File: src/rtl/cpu_cond_pkg.sv
// ---------------------------------------------------------------------------
// cpu_cond_pkg
// Shared types for the conditional-branch resolution logic.
//   cond_e      : 3-bit branch condition codes
//   flags_t     : latched comparator flags {less, greater, equal}
//   FLAGS_RESET : flag value after reset (equal)
//   state_e     : branch unit control states
//   flags_onehot: true when exactly one comparator flag is set
// ---------------------------------------------------------------------------
package cpu_cond_pkg;

  typedef enum logic [2:0] {
    COND_NEVER  = 3'b000,
    COND_EQ     = 3'b001,
    COND_NE     = 3'b010,
    COND_LT     = 3'b011,
    COND_GE     = 3'b100,
    COND_GT     = 3'b101,
    COND_LE     = 3'b110,
    COND_ALWAYS = 3'b111
  } cond_e;

  typedef struct packed {
    logic less;
    logic greater;
    logic equal;
  } flags_t;

  localparam flags_t FLAGS_RESET = 3'b001;

  typedef enum logic [1:0] {
    IDLE = 2'd0,
    EVAL = 2'd1,
    HOLD = 2'd2
  } state_e;

  function automatic logic flags_onehot(input flags_t f);
    return (f == 3'b100) || (f == 3'b010) || (f == 3'b001);
  endfunction

endpackage

File: src/rtl/cond_branch_unit_if.sv
// ---------------------------------------------------------------------------
// cond_branch_unit_if
// Bundles the comparator flag inputs, the branch request handshake, the
// result handshake and the status outputs of cond_branch_unit.
//   master : the environment (comparator, issue logic, fetch stage)
//   slave  : the branch unit itself
// ---------------------------------------------------------------------------
interface cond_branch_unit_if #(
  parameter int ADDR_W = 16
);
  // comparator flags
  logic              flag_we;
  logic              a_less;
  logic              a_greater;
  logic              equal;
  // branch request
  logic              br_valid;
  logic              br_ready;
  logic [2:0]        br_cond;
  logic [ADDR_W-1:0] br_pc;
  logic [ADDR_W-1:0] br_target;
  // branch result
  logic              res_valid;
  logic              res_ready;
  logic              res_taken;
  logic [ADDR_W-1:0] res_next_pc;
  // status
  logic [2:0]        flags_q;
  logic              flag_err;

  modport master (
    output flag_we, a_less, a_greater, equal,
    output br_valid, br_cond, br_pc, br_target,
    output res_ready,
    input  br_ready, res_valid, res_taken, res_next_pc, flags_q, flag_err
  );

  modport slave (
    input  flag_we, a_less, a_greater, equal,
    input  br_valid, br_cond, br_pc, br_target,
    input  res_ready,
    output br_ready, res_valid, res_taken, res_next_pc, flags_q, flag_err
  );

endinterface

File: src/rtl/cond_branch_unit_cond_eval.sv
// ---------------------------------------------------------------------------
// cond_eval
// Purely combinational branch condition evaluator.
//   flags : comparator flags {less, greater, equal}
//   cond  : condition code
//   taken : 1 when the condition holds for the given flags
// Flags are used bitwise as given, so a non-one-hot value is not repaired
// (e.g. all-zero flags make EQ/LT/GT false and NE true).
// ---------------------------------------------------------------------------
module cond_eval
  import cpu_cond_pkg::*;
(
  input  flags_t flags,
  input  cond_e  cond,
  output logic   taken
);

  always_comb begin
    taken = 1'b0;
    case (cond)
      COND_NEVER:  taken = 1'b0;
      COND_EQ:     taken = flags.equal;
      COND_NE:     taken = ~flags.equal;
      COND_LT:     taken = flags.less;
      COND_GE:     taken = flags.greater | flags.equal;
      COND_GT:     taken = flags.greater;
      COND_LE:     taken = flags.less | flags.equal;
      COND_ALWAYS: taken = 1'b1;
      default:     taken = 1'b0;
    endcase
  end

endmodule

File: src/rtl/cond_branch_unit.sv
// ---------------------------------------------------------------------------
// cond_branch_unit
// Latches comparator flags on command and resolves branch requests against
// them, returning taken/not-taken and the next PC.
//   clk : clock, all state changes on the rising edge
//   rst : asynchronous active-high reset
//   bus : cond_branch_unit_if slave port
//         flag_we/a_less/a_greater/equal -> flag register
//         br_valid/br_ready/br_cond/br_pc/br_target -> request handshake
//         res_valid/res_ready/res_taken/res_next_pc -> result handshake
//         flags_q, flag_err -> status
// One branch at a time: IDLE accepts, EVAL resolves (stalling while a flag
// write is in flight), HOLD presents the result until it is consumed.
// ---------------------------------------------------------------------------
module cond_branch_unit
  import cpu_cond_pkg::*;
#(
  parameter int ADDR_W = 16   // must match the interface instance
) (
  input logic              clk,
  input logic              rst,
  cond_branch_unit_if.slave bus
);

  state_e            state_reg, state_next;
  flags_t            flags_reg;
  logic              flag_err_reg;
  cond_e             cond_reg;
  logic [ADDR_W-1:0] pc_reg;
  logic [ADDR_W-1:0] target_reg;
  logic              taken_reg;
  logic [ADDR_W-1:0] next_pc_reg;

  flags_t flags_in;
  logic   accept;
  logic   eval_done;
  logic   taken;

  assign flags_in = {bus.a_less, bus.a_greater, bus.equal};

  cond_eval u_cond_eval (
    .flags (flags_reg),
    .cond  (cond_reg),
    .taken (taken)
  );

  // ---------------- state register ----------------
  always_ff @(posedge clk or posedge rst) begin
    if (rst) begin
      state_reg <= IDLE;
    end else begin
      state_reg <= state_next;
    end
  end

  // ---------------- next-state logic ----------------
  always_comb begin
    state_next = state_reg;
    case (state_reg)
      IDLE:    if (bus.br_valid)  state_next = EVAL;
      // A flag write this cycle lands at the edge, so evaluation waits
      // one cycle to see it.
      EVAL:    if (!bus.flag_we)  state_next = HOLD;
      HOLD:    if (bus.res_ready) state_next = IDLE;
      default: state_next = IDLE;
    endcase
  end

  // ---------------- output logic ----------------
  always_comb begin
    bus.br_ready  = 1'b0;
    bus.res_valid = 1'b0;
    accept        = 1'b0;
    eval_done     = 1'b0;
    case (state_reg)
      IDLE: begin
        // rst gates ready so nothing is offered while reset is asserted
        bus.br_ready = ~rst;
        accept       = bus.br_valid & ~rst;
      end
      EVAL:    eval_done     = ~bus.flag_we;
      HOLD:    bus.res_valid = 1'b1;
      default: ;
    endcase
  end

  // ---------------- flag register ----------------
  // Independent of the FSM; a flag write in the accept cycle is therefore
  // already visible when the branch reaches EVAL.
  always_ff @(posedge clk or posedge rst) begin
    if (rst) begin
      flags_reg    <= FLAGS_RESET;
      flag_err_reg <= 1'b0;
    end else if (bus.flag_we) begin
      flags_reg <= flags_in;
      if (!flags_onehot(flags_in)) begin
        flag_err_reg <= 1'b1;
      end
    end
  end

  // ---------------- request capture ----------------
  always_ff @(posedge clk or posedge rst) begin
    if (rst) begin
      cond_reg   <= COND_NEVER;
      pc_reg     <= '0;
      target_reg <= '0;
    end else if (accept) begin
      cond_reg   <= cond_e'(bus.br_cond);
      pc_reg     <= bus.br_pc;
      target_reg <= bus.br_target;
    end
  end

  // ---------------- result registers ----------------
  // Loaded only on the resolving EVAL cycle, so they stay stable in HOLD.
  always_ff @(posedge clk or posedge rst) begin
    if (rst) begin
      taken_reg   <= 1'b0;
      next_pc_reg <= '0;
    end else if (eval_done) begin
      taken_reg   <= taken;
      next_pc_reg <= taken ? target_reg : pc_reg + ADDR_W'(1);
    end
  end

  assign bus.res_taken   = taken_reg;
  assign bus.res_next_pc = next_pc_reg;
  assign bus.flags_q     = flags_reg;
  assign bus.flag_err    = flag_err_reg;

endmodule

File: src/flat_wrapper.sv
// flat-port wrapper written by rule: the top's interface ports become plain ports
module cond_branch_unit_flat import cpu_cond_pkg::*;
#(
  parameter int ADDR_W = 16                                       
)
  (clk, rst, bus_flag_we, bus_a_less, bus_a_greater, bus_equal, bus_br_valid, bus_br_cond, bus_br_pc, bus_br_target, bus_res_ready, bus_br_ready, bus_res_valid, bus_res_taken, bus_res_next_pc, bus_flags_q, bus_flag_err);
  cond_branch_unit_if #(.ADDR_W(ADDR_W)) bus_i ();
  input logic clk;
  input logic rst;
  input wire logic [$bits(bus_i.flag_we)-1:0] bus_flag_we;
  input wire logic [$bits(bus_i.a_less)-1:0] bus_a_less;
  input wire logic [$bits(bus_i.a_greater)-1:0] bus_a_greater;
  input wire logic [$bits(bus_i.equal)-1:0] bus_equal;
  input wire logic [$bits(bus_i.br_valid)-1:0] bus_br_valid;
  input wire logic [$bits(bus_i.br_cond)-1:0] bus_br_cond;
  input wire logic [$bits(bus_i.br_pc)-1:0] bus_br_pc;
  input wire logic [$bits(bus_i.br_target)-1:0] bus_br_target;
  input wire logic [$bits(bus_i.res_ready)-1:0] bus_res_ready;
  output wire logic [$bits(bus_i.br_ready)-1:0] bus_br_ready;
  output wire logic [$bits(bus_i.res_valid)-1:0] bus_res_valid;
  output wire logic [$bits(bus_i.res_taken)-1:0] bus_res_taken;
  output wire logic [$bits(bus_i.res_next_pc)-1:0] bus_res_next_pc;
  output wire logic [$bits(bus_i.flags_q)-1:0] bus_flags_q;
  output wire logic [$bits(bus_i.flag_err)-1:0] bus_flag_err;
  assign bus_i.flag_we = bus_flag_we;
  assign bus_i.a_less = bus_a_less;
  assign bus_i.a_greater = bus_a_greater;
  assign bus_i.equal = bus_equal;
  assign bus_i.br_valid = bus_br_valid;
  assign bus_i.br_cond = bus_br_cond;
  assign bus_i.br_pc = bus_br_pc;
  assign bus_i.br_target = bus_br_target;
  assign bus_i.res_ready = bus_res_ready;
  assign bus_br_ready = bus_i.br_ready;
  assign bus_res_valid = bus_i.res_valid;
  assign bus_res_taken = bus_i.res_taken;
  assign bus_res_next_pc = bus_i.res_next_pc;
  assign bus_flags_q = bus_i.flags_q;
  assign bus_flag_err = bus_i.flag_err;
  cond_branch_unit #(.ADDR_W(ADDR_W)) u_core (.clk(clk), .rst(rst), .bus(bus_i));
endmodule
File: config.mk
export PLATFORM = sky130hd
export DESIGN_NAME = cond_branch_unit_flat
export DESIGN_NICKNAME = d
export VERILOG_FILES = /design/src/rtl/cpu_cond_pkg.sv /design/src/rtl/cond_branch_unit_if.sv /design/src/rtl/cond_branch_unit_cond_eval.sv /design/src/rtl/cond_branch_unit.sv /design/src/flat_wrapper.sv
export SDC_FILE = /design/constraint.sdc
export NUM_CORES = 1
export LEC_CHECK = 0
export ABC_AREA = 1
export CAP_MARGIN = 20
export CORE_UTILIZATION = 45
export DETAILED_ROUTE_END_ITERATION = 16
export GPL_TIMING_DRIVEN = 0
export HOLD_SLACK_MARGIN = 0.05
export PLACE_DENSITY = 0.81
export SLEW_MARGIN = 25
export SYNTH_ARGS = -nofsm -noshare
export SYNTH_HDL_FRONTEND = slang
export SYNTH_SLANG_ARGS = --single-unit
File: constraint.sdc
create_clock -name clk -period 5.32 [get_ports clk]
set_input_delay 0.798 -clock clk [delete_from_list [all_inputs] [get_ports clk]]
set_output_delay 0.798 -clock clk [all_outputs]
set_load 0.005 [all_outputs]
* Word level (Yosys, flattened, before mapping)
Index checks and enable logic that the tools add are counted. Widths: inputs -> output; s select.
Operators by class: shift-type cells 0, order comparisons 0, muxes and demuxes 10, add/subtract/negate cells 1, equal/unequal tests 15, multiply operators 0, bitwise logic cells 7, reduce and logical (&&, ||, !) cells 6, div/mod/pow operators 0
Operators with widths (number):
- $add 16x1->16 const B | 1
- $mux 16 | 1
- $eq 3x3->1 const B | 5
- $eq 3x2->1 const B | 3
- $pmux 1 s8 | 1
- $eq 3x1->1 const B | 2
- $mux 2 | 3
- $ne 2x2->1 const B | 3
- $pmux 2 s3 | 1
- $mux 1 | 4
- $not 1->1 | 4
- $logic_not 3->1 | 1
- $reduce_and 3->1 | 1
- $eq 2x1->1 const B | 1
- $eq 2x2->1 const B | 1
- $logic_not 2->1 | 1
- $logic_or 1x1->1 | 2
- $or 1x1->1 | 2
- $reduce_and 2->1 | 1
- $and 1x1->1 | 1
Storage, ports and cells: bits in registers 58, bits of input ports 43, bits in writable memories 0, memory bits (read-only) 0, bits in latches 0, memories kept 0

* Longest topological paths before layout
depth in word-level cells 5, depth in mapped cells 10, gate-level depth less buffers 9

* By module
A second synthesis with hierarchy kept.
Second synthesis, totals: cells, all modules 314, area, all modules 2862.7 um^2
Modules (own cells, without submodules):
- cond_branch_unit | sequential area each 1452.6 um^2, cells an instance 296, times used 1, area each 2786.4 um^2
- cond_eval | sequential area each 0.0 um^2, cells an instance 18, times used 1, area each 76.3 um^2

* Least setup slack after synthesis
OpenSTA, ideal clock, no wires.
path kind in2out, start input rst, end output bus_br_ready, path buffers 0, data required time 4.522 ns, data arrival time 0.932 ns, cell stages on the path 1, slack 3.590 ns, path through nor3_4
Between the ends: word-level cells in the longest chain between the ends 2
Ends and longest elaborated chain:
- start, declared | line flat_wrapper.sv:9 | input logic rst;
- $not 1->1 | line cond_branch_unit.sv:78 | bus.br_ready = ~rst;
- $mux 1 | line cond_branch_unit.sv:75 | case (state_reg)
- end, declared | line flat_wrapper.sv:19 | output wire logic [$bits(bus_i.br_ready)-1:0] bus_br_ready;
No other way between the ends.

* Final worst setup path
Same ends and word-level chain as after synthesis.

==> results by group <==
Yosys
  • Synth cell types: 25
  • Top cells by area, synth: dfrtp_1, nand2_1, mux2_4
  • Syn Inst Count: 328
  • Ys Warns: 0
  • Syn avg cell area: between 8 and 9 sq um
  • Seq cells post-synth: 58
  • Sequential fraction of the synthesis area: roughly half
  • Total nets after synthesis: around 370
  • Synth area leader: dfrtp_1
  • Mapped cell area: 2890 sq um
  • Post-synth top area share: roughly half

Power and ir drop
  • Pwr dens: 544 nW/um^2
  • Leak Pwr: 0.00189 uW
  • Total power: 2100 uW
  • Peak VDD IR: 0.000257 V

Worst setup path
  • Setup CP Type: in -> out
  • WP data arrival: 1.98 ns
  • R2r startpoint: u_core.bus.flags_q[0]
  • Worst Reg-to-Reg Cells: 8
  • CP required: 4.52 ns
  • Critical path startpoint category: primary input
  • R2R Setup Slk: 3.64 ns
  • R2R Path End: u_core.bus.res_next_pc[4]
  • CP Capture Type: output pin
  • Crit path max fanout: 2

Timing
  • Final setup violation count: 0
  • Post-route clock period utilization: 52.2%
  • Post-Route Setup TNS: 0 ns
  • RSZ-0062 raised after global routing: false
  • Relative slew margins: between 60% and 70%
  • Tmin final: 2.78 ns
  • Fmax: 360 MHz
  • PnR worst setup slack: 2.54 ns
  • Max Slew Vio Count: 0
  • Worst clock skew: 0.00942 ns
  • Slew @ Worst Pin: 0.513 ns
  • Final Hold Fails: 0

CTS
  • Clock buffer depth: 2
  • # H-tree levels: 3
  • Root buf cell: clkbuf_8
  • Hold buffer count at cts: 0
  • CTS tree: yes
  • Num CTS Buffers: 9
  • Post-CTS Setup Inserts: 0
  • Clock latency on the worst-skew pair: 0.34 ns
  • Clock-pin slew on the worst setup and hold paths: 0.07 ns
  • Resize count post-CTS: 0
  • CTS Sinks: between 50 and 60

Min path
  • Hold EP: u_core.bus.flag_err
  • Hold WC Path Type: reg -> reg
  • Hold path startpoint: u_core.bus.flag_err
  • Worst Hold Depth: 1

Layout
  • Ant diodes: 0
  • Layout cells sized above 1: 13.0%
  • Area Growth Syn to Fin: 33.3%
  • Non-Filler Instances: a little under 500
  • Fin nets: 448

Die
  • Core area: roughly 6100 sq um
  • Die Y: 82.1 microns
  • Die X: about 82 microns
  • Die area: between 6000 and 7000 sq um
  • # rows: 28
  • Initial core utilization: 47.7%
  • Top Ports: 66

Routing
  • Via-to-Cell Ratio: 5.07
  • Remaining DRCs: 0
  • Drt first pass iters: 4
  • Post-route ant nets: 0
  • Final wirelength: 7090 microns
  • Routed len/inst: 14.7 microns
  • Vias: 2,452
  • DR iter-0 viols: approximately 170

Global route
  • Initial antenna violation count: 0
  • Largest net degree at the start of global routing: 31
  • Vias in the first global route: 2,333
  • Global-route wire length before repair: 11,000 microns
  • Total track usage: 22.8%
  • Grt total ovfl: 0

Status
  • Status: finished clean

Placement
  • RD Place Congestion: 0.901
  • Final HPWL DP: around 5300 microns
  • Placed cell count: roughly 470
  • Worst slack, placed: 2.53 ns
  • # port buffers: 64

Job
  • Max-cap violations: 0
-- cell families after synthesis --
family,share of synthesized area (%)
AO/OA/AOI/OAI,4.37
multiplexers,10.0
buffers and inverters,6.80
XOR/XNOR,1.21
AND/OR/NAND/NOR,26.9
adder cells (fa/ha/maj),0.433
flip-flops,50.3
-- routing by layer --
metal	GRT usage, %	vias to the layer above	routed length (microns)
li1	-	1219	-
met1	29.8	1159	3290
met5	0	-	0
met4	7.37	0	103
met3	6.70	8	342
met2	36.4	66	3360
-- per-stage QoR --
step | instance area, sq um | hold slack (ns) | util (%)
global placement | 3620 | 0.455 | 59.8
finish | 3850 | 0.475 | 63.6
detailed placement | 3650 | 0.470 | 60.2
CTS | 3850 | 0.480 | 63.6
floorplan | 2890 | 0.452 | -
global route | 3850 | 0.495 | 63.6
-- worst max-delay path: stages --
cell and delay, ns:
clkdlybuf4s50_1 0.49, nor3_4 0.17, clkdlybuf4s50_1 0.52
-- cells in the mapped netlist (all sizes together) --
cell type and number:
or2 1, clkbuf 2, xor2 4, nor2 37, mux2 20, clkinv 1, ha 1, o31ai 1
a21oi 17, o21ai 5, a31o 1, inv 29, nand4 11, nand2 90, dfrtp 57, dfstp 1
buf 10, nand3 36, nor3 1, nand3b 3
-- report_power, final --
part,switching (uW),total (uW),internal (uW)
combinational,434,875,441
sequential,157,804,647
clock,177,418,241
total,768,2100,1330
-- cell type report --
type	count	area, sq um
Fill cell	531	2210
Tap cell	75	93.8
Sequential cell	58	1450
Clock inverter	4	50.0
Multi-Input combinational cell	228	1240
Clock buffer	12	155
Buffer	12	83.8
Inverter	30	115
Timing Repair Buffer	65	661
-- worst max path at each step --
stage	startpoint	slack, ns	cells after the start	to
floorplan	rst	3.10	1	u_core.bus.flag_err
global placement	rst	2.01	2	u_core.pc_reg[9]
detailed placement	rst	2.53	3	bus_br_ready
CTS	rst	2.53	3	bus_br_ready
global route	rst	2.47	3	bus_br_ready
finish	rst	2.54	3	bus_br_ready
-- placed cells by master (no fill, tap or decap) --
| master | instances |
|---|---|
| a31o_2 | 1 |
| ha_1 | 1 |
| nand4_1 | 11 |
| clkdlybuf4s50_1 | 64 |
| o21ai_0 | 5 |
| xor2_1 | 4 |
| buf_6 | 3 |
| buf_12 | 1 |
| clkbuf_8 | 11 |
| clkinv_1 | 1 |
| nand2_2 | 1 |
| buf_2 | 4 |
| nand3_1 | 35 |
| clkinvlp_4 | 2 |
| o31ai_1 | 1 |
| nor3_4 | 1 |
| a21oi_1 | 17 |
| mux2_4 | 17 |
| bufinv_16 | 1 |
| nand2_1 | 89 |
| mux2_2 | 3 |
| nand3_2 | 1 |
| nor2_1 | 37 |
| clkbuf_1 | 3 |
| dfrtp_1 | 57 |
| inv_4 | 1 |
| inv_1 | 28 |
| dfstp_2 | 1 |
| or2_2 | 1 |
| buf_4 | 3 |
| nand3b_1 | 3 |
| clkinv_2 | 1 |
No activity file was read; power rests on OpenSTA's default activity.
